<file path="src/rtl/if_prefetch_unit.sv">
// Instruction fetch stage: issues halfword fetches against a variable-latency memory
// and buffers {pc, instruction} pairs in a small queue handed to decode over valid/ready.
module if_prefetch_unit #(
    parameter int          DEPTH    = 4,
    parameter logic [15:0] RESET_PC = 16'h0000
) (
    input  logic        clock,
    input  logic        reset,
    output logic        imem_req_valid,
    input  logic        imem_req_ready,
    output logic [15:0] imem_req_addr,
    input  logic        imem_rsp_valid,
    input  logic [15:0] imem_rsp_data,
    output logic        ir_valid,
    input  logic        ir_ready,
    output logic [15:0] ir,
    output logic [15:0] ir_pc,
    input  logic        redirect_valid,
    input  logic [15:0] redirect_pc,
    output logic        fetch_err
);

    localparam int CW = $clog2(DEPTH + 1);
    localparam int PW = (DEPTH > 1) ? $clog2(DEPTH) : 1;

    typedef enum logic [1:0] {S_IDLE, S_FETCH, S_DRAIN} state_t;

    state_t          r_state;
    state_t          w_state_nxt;
    logic [15:0]     r_fetch_pc;
    logic [CW-1:0]   r_out;
    logic [CW-1:0]   r_drop;
    logic [CW-1:0]   r_occ;
    logic [PW-1:0]   r_q_head;
    logic [PW-1:0]   r_q_tail;
    logic [PW-1:0]   r_t_head;
    logic [PW-1:0]   r_t_tail;
    logic [15:0]     r_q_pc   [DEPTH];
    logic [15:0]     r_q_data [DEPTH];
    logic [15:0]     r_tag    [DEPTH];
    logic            r_err;

    logic            w_accept;
    logic            w_rsp_live;
    logic            w_rsp_orphan;
    logic            w_push;
    logic            w_pop;
    logic            w_credit;
    logic [CW-1:0]   w_out_nxt;
    logic [CW-1:0]   w_drop_nxt;

    function automatic logic [PW-1:0] ptr_inc(input logic [PW-1:0] p);
        return (p == PW'(DEPTH - 1)) ? '0 : p + 1'b1;
    endfunction

    assign w_accept     = imem_req_valid & imem_req_ready;
    assign w_rsp_live   = imem_rsp_valid & (r_out != '0);
    assign w_rsp_orphan = imem_rsp_valid & (r_out == '0);
    // A response landing in the redirect cycle belongs to the old stream and is discarded.
    assign w_push       = w_rsp_live & (r_drop == '0) & ~redirect_valid;
    assign w_pop        = ir_valid & ir_ready;
    assign w_credit     = ({1'b0, r_out} + {1'b0, r_occ}) < (CW + 1)'(DEPTH);
    assign w_out_nxt    = r_out + CW'(w_accept) - CW'(w_rsp_live);

    always_comb begin
        w_drop_nxt = r_drop;
        if (redirect_valid) begin
            w_drop_nxt = w_out_nxt;
        end else if (w_rsp_live && (r_drop != '0)) begin
            w_drop_nxt = r_drop - 1'b1;
        end
    end

    always_comb begin
        w_state_nxt    = r_state;
        imem_req_valid = 1'b0;
        case (r_state)
            S_IDLE: begin
                w_state_nxt = S_FETCH;
            end
            S_FETCH: begin
                imem_req_valid = w_credit;
                if (redirect_valid && (w_out_nxt != '0)) begin
                    w_state_nxt = S_DRAIN;
                end
            end
            S_DRAIN: begin
                if (w_drop_nxt == '0) begin
                    w_state_nxt = S_FETCH;
                end
            end
            default: begin
                w_state_nxt = S_IDLE;
            end
        endcase
    end

    always_ff @(posedge clock or posedge reset) begin
        if (reset) begin
            r_state    <= S_IDLE;
            r_fetch_pc <= RESET_PC & 16'hFFFE;
            r_out      <= '0;
            r_drop     <= '0;
            r_err      <= 1'b0;
            r_t_head   <= '0;
            r_t_tail   <= '0;
            for (int unsigned i = 0; i < DEPTH; i++) begin
                r_tag[i] <= '0;
            end
        end else begin
            r_state <= w_state_nxt;
            r_out   <= w_out_nxt;
            r_drop  <= w_drop_nxt;
            if (w_rsp_orphan) begin
                r_err <= 1'b1;
            end
            if (redirect_valid) begin
                r_fetch_pc <= redirect_pc & 16'hFFFE;
            end else if (w_accept) begin
                r_fetch_pc <= r_fetch_pc + 16'd2;
            end
            // Tags survive a redirect so stale responses still pop in order.
            if (w_accept) begin
                r_tag[r_t_tail] <= r_fetch_pc;
                r_t_tail        <= ptr_inc(r_t_tail);
            end
            if (w_rsp_live) begin
                r_t_head <= ptr_inc(r_t_head);
            end
        end
    end

    always_ff @(posedge clock or posedge reset) begin
        if (reset) begin
            r_q_head <= '0;
            r_q_tail <= '0;
            r_occ    <= '0;
            for (int unsigned i = 0; i < DEPTH; i++) begin
                r_q_pc[i]   <= '0;
                r_q_data[i] <= '0;
            end
        end else if (redirect_valid) begin
            r_q_head <= '0;
            r_q_tail <= '0;
            r_occ    <= '0;
        end else begin
            if (w_push) begin
                r_q_pc[r_q_tail]   <= r_tag[r_t_head];
                r_q_data[r_q_tail] <= imem_rsp_data;
                r_q_tail           <= ptr_inc(r_q_tail);
            end
            if (w_pop) begin
                r_q_head <= ptr_inc(r_q_head);
            end
            r_occ <= r_occ + CW'(w_push) - CW'(w_pop);
        end
    end

    assign imem_req_addr = r_fetch_pc;
    assign ir_valid      = (r_occ != '0);
    assign ir            = r_q_data[r_q_head];
    assign ir_pc         = r_q_pc[r_q_head];
    assign fetch_err     = r_err;

endmodule

</file>
<file path="config.mk">
export PLATFORM = sky130hd
export DESIGN_NAME = if_prefetch_unit
export DESIGN_NICKNAME = d
export VERILOG_FILES = /design/src/rtl/if_prefetch_unit.sv
export SDC_FILE = /design/constraint.sdc
export NUM_CORES = 1
export LEC_CHECK = 0
export CAP_MARGIN = 15
export CORE_MARGIN = 2
export CORE_UTILIZATION = 60
export CTS_BUF_LIST = sky130_fd_sc_hd__clkbuf_8
export CTS_CLUSTER_DIAMETER = 30
export DETAILED_ROUTE_END_ITERATION = 16
export PLACE_DENSITY = 0.82
export SLEW_MARGIN = 0
export SYNTH_ARGS = -nofsm -noshare
export SYNTH_HDL_FRONTEND = slang
export SYNTH_SLANG_ARGS = --single-unit
</file>
<file path="constraint.sdc">
create_clock -name clock -period 10.4 [get_ports clock]
set_input_delay 2.08 -clock clock [delete_from_list [all_inputs] [get_ports clock]]
set_output_delay 2.08 -clock clock [all_outputs]
set_load 0.03 [all_outputs]
</file>
==> impl_metrics.tcl, run 1 <==
set metrics [dict create \
    final.period_utilization_pct 48.6 \
    synthArstFlopShare_pct 100 \
    ctsResizeCount 0 \
    drt_iter0_markers 403 \
    antenna_violating_nets_post_route 0 \
    maximum_clock_skew_at_final_layout_ps 13.5 \
    ys_warn_count 0 \
    first_global_vias 6650 \
    worstPathBufferInverterCount 4 \
    routed_vias_inst 5.80 \
    synthDominantCellAreaShare_pct 53.6 \
    start_kind "input pin" \
    path_delay_family "adder cells" \
    post_synth_inst_count 677 \
    ys_types 47 \
    clock_tree.root_cell "sky130_fd_sc_hd__clkbuf_8" \
    placementRows 47 \
    area_growth_syn_to_fin_pct 19.3 \
    floorplan.initialDensity_pct 61.4 \
    leakagePower_uw 0.00560 \
    clock_tree_from_tritoncts "done" \
    syn-cell-area_sq_um 10200 \
    power_density_nw_per_um2 276 \
    numPortBuffers 85 \
    finalCoreUtilization_pct 73.2 \
    clock_tree.htree_level_count 2 \
    max_freq_mhz 198 \
    globalRouteOverflowTotal 0 \
    crit_path_max_incr_delay_ps 680 \
    hpwl_mm 12.7 \
    core-area_sq_um 16600 \
    wire_per_inst_um 19.8 \
    setup.worst_path.end_class "flop" \
    clkSlewWorstSetupHoldPaths_ps 60 \
    antenna_found_initial 0 \
    ys_ff_latch 219 \
    gr_util_all_layers_pct 23.7 \
    synth_largest_area_cell "sky130_fd_sc_hd__dfrtp_1" \
    critical_path_peak_fanout 14 \
    clock_sink_count 219 \
    data_arrival_critical_path_ps 5490 \
    die_area_sq_um 18100 \
    cts-root-to-sink-buffers 3 \
    run_status "completed" \
    worst_slew_pin_slew_ps 1040 \
    die_h_um 135 \
    leading_cell_types_by_total_area_after_synthesis "sky130_fd_sc_hd__dfrtp_1 (54%), sky130_fd_sc_hd__mux2_2 (15%), sky130_fd_sc_hd__mux4_2 (10%), sky130_fd_sc_hd__mux2_4 (4.4%), sky130_fd_sc_hd__ha_1 (2.3%)" \
    final_hold_viol_count 0 \
    drt_pass1_iterations 4 \
    grt_start_max_net_pins 135 \
    number_of_nets_in_the_final_layout 831 \
    grt_pass1_wl_mm 33.7 \
    cts-buffers-inserted 45 \
    synth_enable_flop_cells 0 \
    post-cts-setup-buffers 0 \
    relSlewSlack_pct 30.4 \
    drv_slew 0 \
    grt_setup_unrepaired "no" \
    seq_area_frac_synth_pct 53.6 \
    gpl.final_weighted_congestion 0.804 \
    io-pin-count 89 \
    hold_class "reg -> reg" \
    vias 5952 \
    synth_top_flop_cell "sky130_fd_sc_hd__dfrtp_1" \
    cp_data_required_time_ps 10840 \
    setup-violations-final 0 \
    holdBufCountCts 0 \
    hold_ws_ps 454 \
    fin_tns_setup_ps 0 \
    worstPathCellList "clkdlybuf4s50_1 -> and4_1 -> inv_2 -> ha_1 -> inv_1 -> ha_1 -> inv_1 -> fa_1 -> xnor2_1 -> xnor2_1 -> a2bb2oi_1 -> o31ai_1 -> a21boi_0" \
    antenna-diode-count 0 \
    clk-insertion-delay-late_ps 540 \
    post_route_cells_drive_above_1_share_pct 39.2 \
    syn_avg_cell_area_sq_um 15.1 \
    postRouteWirelength_mm 20.4 \
    type_of_the_worst_setup_path "in -> reg" \
    timing.critical_path.slowest_stage_cell "sky130_fd_sc_hd__and4_1" \
    min_period_ps 5050 \
    route.detailed.drc 0 \
    cap_violations 0 \
    chipWidth_um 135 \
    power.ir.vdd_worst_v 0.000146 \
]
cell usage after synthesis (2+ instances only):
master / number
sky130_fd_sc_hd__nand2_1: 34
sky130_fd_sc_hd__nand3_1: 8
sky130_fd_sc_hd__or3_1: 2
sky130_fd_sc_hd__a21oi_1: 5
sky130_fd_sc_hd__and4_1: 2
sky130_fd_sc_hd__mux2_4: 30
sky130_fd_sc_hd__nor2b_1: 3
sky130_fd_sc_hd__clkbuf_1: 7
sky130_fd_sc_hd__fa_1: 2
sky130_fd_sc_hd__buf_2: 10
sky130_fd_sc_hd__a21o_1: 2
sky130_fd_sc_hd__nand2_2: 3
sky130_fd_sc_hd__nand2b_1: 3
sky130_fd_sc_hd__nor3_1: 9
sky130_fd_sc_hd__mux2_1: 9
sky130_fd_sc_hd__inv_1: 19
sky130_fd_sc_hd__dfrtp_1: 219
sky130_fd_sc_hd__nand2_4: 2
sky130_fd_sc_hd__and3_1: 2
sky130_fd_sc_hd__o21ai_0: 19
sky130_fd_sc_hd__and2_1: 4
sky130_fd_sc_hd__xnor2_1: 12
sky130_fd_sc_hd__ha_1: 19
sky130_fd_sc_hd__buf_1: 4
sky130_fd_sc_hd__buf_6: 19
sky130_fd_sc_hd__a31oi_1: 2
sky130_fd_sc_hd__xor2_1: 6
sky130_fd_sc_hd__mux4_2: 46
sky130_fd_sc_hd__o21ai_1: 6
sky130_fd_sc_hd__o31ai_1: 2
sky130_fd_sc_hd__nand4_1: 3
sky130_fd_sc_hd__mux2_2: 139
sky130_fd_sc_hd__nor4_4: 2
sky130_fd_sc_hd__o22ai_1: 2
sky130_fd_sc_hd__buf_4: 4
sky130_fd_sc_hd__nor2_1: 6
cells by family after synthesis:
family          synth area share, %
other cells                  0.0367
flops                          53.6
buf+inv                        4.08
xor+xnor                       1.54
fa+ha+maj                      2.72
mux                            31.0
compound gates                 2.46
simple gates                   4.58
final cells by class:
| cell class | count | area [sq um] |
|---|---|---|
| repair buffers | 91 | 896 |
| clock inverters | 26 | 349 |
| flip-flops and latches | 219 | 5480 |
| fillers | 1030 | 4450 |
| multi-input cells | 394 | 4330 |
| inverters | 21 | 88.8 |
| clock buffers | 56 | 771 |
| well taps | 220 | 275 |
per-layer routing:
metal | track usage (%) | up-vias | part of all wire (%)
met3 | 4.50 | 36 | 4.1
li1 | - | 2635 | -
met5 | 0 | - | 0
met2 | 40.0 | 138 | 51
met4 | 8.83 | 0 | 2.2
met1 | 30.9 | 3143 | 43
worst register-to-register path, stage by stage (launching register included):
cell	delay, ps
sky130_fd_sc_hd__dfrtp_1	450
sky130_fd_sc_hd__ha_1	330
sky130_fd_sc_hd__nor4_2	260
sky130_fd_sc_hd__and4_1	730
sky130_fd_sc_hd__inv_2	290
sky130_fd_sc_hd__ha_1	360
sky130_fd_sc_hd__inv_1	60
sky130_fd_sc_hd__ha_1	120
sky130_fd_sc_hd__inv_1	50
sky130_fd_sc_hd__fa_1	380
sky130_fd_sc_hd__xnor2_1	210
sky130_fd_sc_hd__xnor2_1	130
sky130_fd_sc_hd__a2bb2oi_1	160
sky130_fd_sc_hd__o31ai_1	300
sky130_fd_sc_hd__a21boi_0	230
state kept, by name (all words and copies together) (netlist names):
name,cells
r_q_data,64
r_q_pc,60
r_tag,60
imem_req_addr,15
r_drop,3
r_occ,3
r_out,3
r_q_head,2
r_q_tail,2
r_state,2
r_t_head,2
r_t_tail,2
fetch_err,1
placed cells by master, fill, tap and decap left out, types with 6 or more instances in the layout:
| master | Yosys | routed |
|---|---|---|
| sky130_fd_sc_hd__clkdlybuf4s50_1 | 0 | 85 |
| sky130_fd_sc_hd__clkbuf_8 | 0 | 56 |
| sky130_fd_sc_hd__o21ai_1 | 6 | 6 |
| sky130_fd_sc_hd__mux2_4 | 30 | 30 |
| sky130_fd_sc_hd__clkinv_2 | 0 | 6 |
| sky130_fd_sc_hd__mux2_1 | 9 | 9 |
| sky130_fd_sc_hd__xor2_1 | 6 | 6 |
| sky130_fd_sc_hd__xnor2_1 | 12 | 12 |
| sky130_fd_sc_hd__nand2_1 | 34 | 34 |
| sky130_fd_sc_hd__nor2_1 | 6 | 6 |
| sky130_fd_sc_hd__nor3_1 | 9 | 9 |
| sky130_fd_sc_hd__o21ai_0 | 19 | 19 |
| sky130_fd_sc_hd__buf_4 | 4 | 6 |
| sky130_fd_sc_hd__ha_1 | 19 | 19 |
| sky130_fd_sc_hd__dfrtp_1 | 219 | 218 |
| sky130_fd_sc_hd__inv_1 | 19 | 22 |
| sky130_fd_sc_hd__nand3_1 | 8 | 8 |
| sky130_fd_sc_hd__mux2_2 | 139 | 139 |
| sky130_fd_sc_hd__bufinv_16 | 0 | 8 |
| sky130_fd_sc_hd__mux4_2 | 46 | 46 |
where the power goes:
part           internal [uW]  switching, uW  leakage (uW)
clock network            692            386      0.000574
registers               1070            179       0.00290
logic                    540            502       0.00213
total                   2300           1070       0.00560
path summary, 6_finish.rpt:
| path | to | slack, ps | startpoint | cells after the start |
|---|---|---|---|---|
| worst max-delay path | r_state[0] | 5350 | imem_req_ready | 13 |
| worst min-delay path | fetch_err | 450 | fetch_err | 1 |
| worst max register to register | r_state[0] | 6260 | r_out[2] | 14 |
| worst min register to register | fetch_err | 450 | fetch_err | 1 |
| max in group asynchronous | r_q_head[0] | 6560 | reset | 3 |
| min in group asynchronous | r_q_data[20] | 2150 | reset | 2 |
stage by stage:
stage	setup slack (ps)	total power (uW)	area, sq um	std cells
3_5_place_dp	4820	2300	11100	945
6_report	5350	3360	12200	1027
5_1_grt	5150	3540	12200	1027
4_1_cts	5340	3390	12200	1027
3_3_place_gp	4910	2230	11100	945
2_1_floorplan	2330	1970	10200	678
(Power assumes the default switching activity.)
==> inputs of run 2 (changes only) <==
CORE_UTILIZATION = 54   (was 60)
PLACE_DENSITY = 0.78   (was 0.82)
clock period = 4.25 ns   (was 10.4 ns; I/O delays follow)
==> run 2 against run 1 <==
Effect of this change: clock power is 110% higher; register-to-register slack worse by 5400 ps; routed wire length is 2.6% lower; first-iteration DRC count is 36% lower; sequential power is 150% higher; largest cell class unchanged; setup slack worse by 4800 ps; sequential share of layout area is 0.30 points higher; worst hold slack better by 9.4 ps; flip-flop and latch count stayed put; final cell count is 1.4% higher; die area is 11% higher; critical endpoint is now ir[7]; design area is 0.66% lower.
==> impl_metrics.tcl, run 2 (synthesis gave the netlist of run 1 again) <==
set metrics [dict create \
    run_status "completed" \
    clk-insertion-delay-late_ps 530 \
    clock_sink_count 219 \
    start_kind "flop" \
    critical_path_peak_fanout 18 \
    maximum_clock_skew_at_final_layout_ps 17.3 \
    most-common-layout-cells "sky130_fd_sc_hd__dfrtp_1 (218), sky130_fd_sc_hd__mux2_2 (139), sky130_fd_sc_hd__clkdlybuf4s50_1 (85)" \
    antenna-diode-count 0 \
    finish.instance_area_sq_um 12100 \
    hold_class "reg -> reg" \
    chipWidth_um 142 \
    hpwl_mm 12.8 \
    data_arrival_critical_path_ps 2810 \
    finalCoreUtilization_pct 65.0 \
    fin_tns_setup_ps 0 \
    die_area_sq_um 20000 \
    number_of_nets_in_the_final_layout 836 \
    area_growth_syn_to_fin_pct 18.5 \
    clock_tree.htree_level_count 2 \
    regMostFlops "r_q_data" \
    cts-buffers-inserted 43 \
    cap_violations 0 \
    flip_flop_count_of_the_largest_register_after_layout 64 \
    placement_stage_cell_area_sq_um 11200 \
    ctsResizeCount 0 \
    numPortBuffers 85 \
    wire_per_inst_um 19.1 \
    power.ir.vdd_worst_v 0.000353 \
    worstPathCellList "buf_4 -> mux4_2 -> clkdlybuf4s50_1" \
    setup.worst_path.end_class "output pin" \
    gr_util_all_layers_pct 20.6 \
    worstPathBufferInverterCount 2 \
    dpl.cell_count 966 \
    crit_path_max_incr_delay_ps 750 \
    cts-root-to-sink-buffers 3 \
    globalRouteOverflowTotal 0 \
    min_period_ps 3660 \
    drt_iter0_markers 258 \
    cp_data_required_time_ps 3400 \
    max_freq_mhz 273 \
    io-pin-count 89 \
    drt_pass1_iterations 4 \
    type_of_the_worst_setup_path "reg -> out" \
    clock_tree_from_tritoncts "done" \
    path_delay_family "buffers and inverters" \
    total_power_uw 7880 \
    num-fill-cells 1325 \
    drv_slew 0 \
    antenna_violating_nets_post_route 0 \
    holdBufCountCts 0 \
    finalNonFillerCells 1041 \
    placementRows 50 \
    clkSlewWorstSetupHoldPaths_ps 60 \
    power_density_nw_per_um2 650 \
    route.detailed.drc 0 \
    final_hold_viol_count 0 \
    core-area_sq_um 18600 \
    grt_pass1_wl_mm 32.8 \
    largest_registers "r_q_data: 64 flops, r_q_pc: 60 flops, r_tag: 60 flops" \
    final.period_utilization_pct 86.1 \
    postRouteWirelength_mm 19.8 \
    worst_slew_pin_slew_ps 922 \
    die_h_um 142 \
    gpl.final_weighted_congestion 0.765 \
    routed_vias_inst 5.67 \
    floorplan.initialDensity_pct 54.8 \
    clock_tree.root_cell "sky130_fd_sc_hd__clkbuf_8" \
    grt_setup_unrepaired "no" \
    timing.critical_path.slowest_stage_cell "sky130_fd_sc_hd__dfrtp_2" \
    leakagePower_uw 0.00559 \
    post-cts-setup-buffers 0 \
    grt_start_max_net_pins 93 \
    antenna_found_initial 0 \
    vias 5906 \
    setup-violations-final 0 \
    first_global_vias 6535 \
    post_route_cells_drive_above_1_share_pct 38.7 \
    final_common_cell "sky130_fd_sc_hd__dfrtp_1" \
    relSlewSlack_pct 38.4 \
]
-- run 2: path summary, 6_finish.rpt --
kind,from,end,slack [ps],cells after the start
setup / recovery,r_q_head[0],ir[7],590,3
hold / removal,fetch_err,fetch_err,460,1
setup reg to reg,r_out[2],r_state[0],860,14
hold reg to reg,fetch_err,fetch_err,460,1
max in group asynchronous,reset,r_q_pc[21],2440,3
min in group asynchronous,reset,r_q_pc[13],860,2
-- run 2: worst register-to-register path, cell delays in order, from the launching register on --
cell and delay (ps):
sky130_fd_sc_hd__dfrtp_1 440, sky130_fd_sc_hd__ha_1 330, sky130_fd_sc_hd__nor4_2 240, sky130_fd_sc_hd__and4_1 300, sky130_fd_sc_hd__inv_2 150, sky130_fd_sc_hd__ha_1 310
sky130_fd_sc_hd__inv_1 50, sky130_fd_sc_hd__ha_1 120, sky130_fd_sc_hd__inv_1 50, sky130_fd_sc_hd__fa_1 370, sky130_fd_sc_hd__xnor2_1 150, sky130_fd_sc_hd__xnor2_1 170
sky130_fd_sc_hd__a2bb2oi_1 160, sky130_fd_sc_hd__o31ai_1 290, sky130_fd_sc_hd__a21boi_0 210
-- run 2: area by class of cell --
cell class              count  area, sq um  share of cell area (%)
multi-input cells         394         4330                    35.7
well taps                 234          293                    2.42
clock inverters            24          246                    2.04
clock buffers              51          702                    5.80
flip-flops and latches    219         5480                    45.3
inverters                  21         85.1                   0.703
repair buffers             98          973                    8.04
-- run 2: per-layer routing --
metal | global-route usage (%) | up-vias | routed length, um
met5 | 0 | - | 0
met4 | 5.79 | 0 | 300
met3 | 4.35 | 31 | 847
met2 | 34.2 | 133 | 9820
met1 | 27.8 | 3086 | 8870
li1 | - | 2656 | -
-- run 2: per-stage QoR --
step                setup WS, ps  hold WS, ps
CTS                          505          470
global placement             593          439
global route                 449          489
floorplan                    546          444
detailed placement           596          457
finish                       591          463
-- run 2: report_power, final --
group	internal (uW)	total (uW)	switching, uW	leakage [uW]
logic	1330	2550	1220	0.00217
registers	2610	3040	432	0.00290
clock network	1400	2290	889	0.000524
total	5340	7880	2540	0.00559
==> inputs of run 3 (changes only) <==
CORE_UTILIZATION = 60   (was 54)
CTS_BUF_LIST = sky130_fd_sc_hd__clkbuf_2   (was sky130_fd_sc_hd__clkbuf_8)
PLACE_DENSITY = 0.82   (was 0.78)
clock period = 4 ns   (was 4.25 ns; I/O delays follow)
==> run 3 against run 2 <==
Effect of this change: via count up 1.3%; register-to-register slack worse by 310 ps; first-iteration DRC count shrank 9.3%; sequential share of layout area is 1.8 points higher; global-route usage increased by 3.1 points; largest cell class unchanged.
==> impl_metrics.tcl, run 3 (synthesis gave the netlist of run 1 again) <==
set metrics [dict create \
    place_ws_ps 378 \
    chipWidth_um 135 \
    run_status "completed" \
    start_kind "flop" \
    drt_pass1_iterations 5 \
    regMostFlops "r_q_data" \
    leakagePower_uw 0.00544 \
    max_freq_mhz 274 \
    final_hold_viol_count 0 \
    clock_tree.root_cell "sky130_fd_sc_hd__clkbuf_2" \
    placementRows 47 \
    finalCoreUtilization_pct 70.0 \
    drv_slew 0 \
    postRouteWirelength_mm 19.8 \
    finalWorstSetupSlack_ps 344 \
    min_period_ps 3660 \
    clk-insertion-delay-late_ps 800 \
    die_area_sq_um 18100 \
    area_growth_syn_to_fin_pct 13.9 \
    post_route_cells_drive_above_1_share_pct 39.6 \
    cap_violations 0 \
    core-area_sq_um 16600 \
    fin_tns_setup_ps 0 \
    final_common_cell "sky130_fd_sc_hd__dfrtp_1" \
    cp_data_required_time_ps 3200 \
    first_global_vias 6708 \
    clock_tree.htree_level_count 2 \
    number_of_nets_in_the_final_layout 847 \
    wire_per_inst_um 18.8 \
    floorplan.initialDensity_pct 61.4 \
    setup.worst_path.end_class "output pin" \
    die_h_um 135 \
    post-cts-setup-buffers 0 \
    most-common-layout-cells "sky130_fd_sc_hd__dfrtp_1 (218), sky130_fd_sc_hd__mux2_2 (139), sky130_fd_sc_hd__clkdlybuf4s50_1 (85)" \
    flip_flop_count_of_the_largest_register_after_layout 64 \
    holdBufCountCts 0 \
    hold_class "reg -> reg" \
    setup-violations-final 0 \
    drt_iter0_markers 234 \
    critical_path_peak_fanout 19 \
    antenna_violating_nets_post_route 0 \
    gr_util_all_layers_pct 23.7 \
    final.period_utilization_pct 91.4 \
    grt_start_max_net_pins 183 \
    grt_setup_unrepaired "no" \
    grt_pass1_wl_mm 33.9 \
    maximum_clock_skew_at_final_layout_ps 61.9 \
    worst_slew_pin_slew_ps 967 \
    clock_sink_count 219 \
    type_of_the_worst_setup_path "reg -> out" \
    data_arrival_critical_path_ps 2860 \
    antenna_found_initial 1 \
    route.detailed.drc 0 \
    routed_vias_inst 5.69 \
    cts-buffers-inserted 56 \
    gpl.final_weighted_congestion 0.768 \
    vias 5983 \
    hpwl_mm 12.7 \
    placement_stage_cell_area_sq_um 11100 \
    power.ir.vdd_worst_v 0.000297 \
    io-pin-count 89 \
    largest_registers "r_q_data: 64 flops, r_q_pc: 60 flops, r_tag: 60 flops" \
    power_density_nw_per_um2 637 \
    cts-root-to-sink-buffers 3 \
    numPortBuffers 85 \
    globalRouteOverflowTotal 0 \
    clock_tree_from_tritoncts "done" \
    finish.instance_area_sq_um 11600 \
    relSlewSlack_pct 35.5 \
    clkSlewWorstSetupHoldPaths_ps 90 \
]
-- run 3: cell count changes in the layout (fill, tap and decap cells not counted), moves of 4 or more --
cell / delta
sky130_fd_sc_hd__clkinv_2: -5
sky130_fd_sc_hd__clkbuf_8: -51
sky130_fd_sc_hd__clkinv_1: +16
sky130_fd_sc_hd__bufinv_16: -4
sky130_fd_sc_hd__clkbuf_2: +78
sky130_fd_sc_hd__inv_1: -8
-- run 3: worst max-delay path, stage by stage (launching register included) --
cell                              delay (ps)
sky130_fd_sc_hd__dfrtp_4                 690
sky130_fd_sc_hd__buf_12                  240
sky130_fd_sc_hd__mux4_2                  540
sky130_fd_sc_hd__clkdlybuf4s50_1         610
-- run 3: path summary, 6_finish.rpt --
path	start	to	slack (ps)	cells past startpoint
setup / recovery	r_q_head[0]	ir[7]	340	3
hold / removal	fetch_err	fetch_err	460	1
setup reg to reg	r_out[2]	r_state[0]	550	14
hold reg to reg	fetch_err	fetch_err	460	1
max in group asynchronous	reset	r_q_head[0]	2550	3
min in group asynchronous	reset	r_q_data[4]	510	3
-- run 3: where the power goes --
group / internal (uW) / switching, uW / total, uW
registers: 2760 / 474 / 3240
clock network: 595 / 875 / 1470
logic: 1420 / 1290 / 2710
total: 4780 / 2640 / 7420
-- run 3: stage by stage --
stage	hold slack, ps	power [uW]	cells
global route	465	7890	1051
detailed placement	444	6000	950
floorplan	444	5120	678
global placement	441	5810	950
CTS	450	7490	1050
finish	460	7420	1051
-- run 3: timing repair --
action	4_1_cts	5_1_grt
gates resized for setup	0	1
endpoints found under the hold margin	0	0
setup endpoints to repair	0	15
-- run 3: metal layers --
metal	track usage [%]	part of all wire, %
met2	41.8	52
met1	30.1	43
met3	4.65	4.1
met4	6.32	1.1
met5	0	0
-- run 3: final cells by class --
class / instances / area (sq um)
diodes: 1 / 2.50
clock inverters: 22 / 116
well taps: 220 / 275
fillers: 1100 / 5000
multi-input cells: 394 / 4330
flip-flops and latches: 219 / 5480
inverters: 21 / 85.1
repair buffers: 96 / 958
clock buffers: 78 / 390
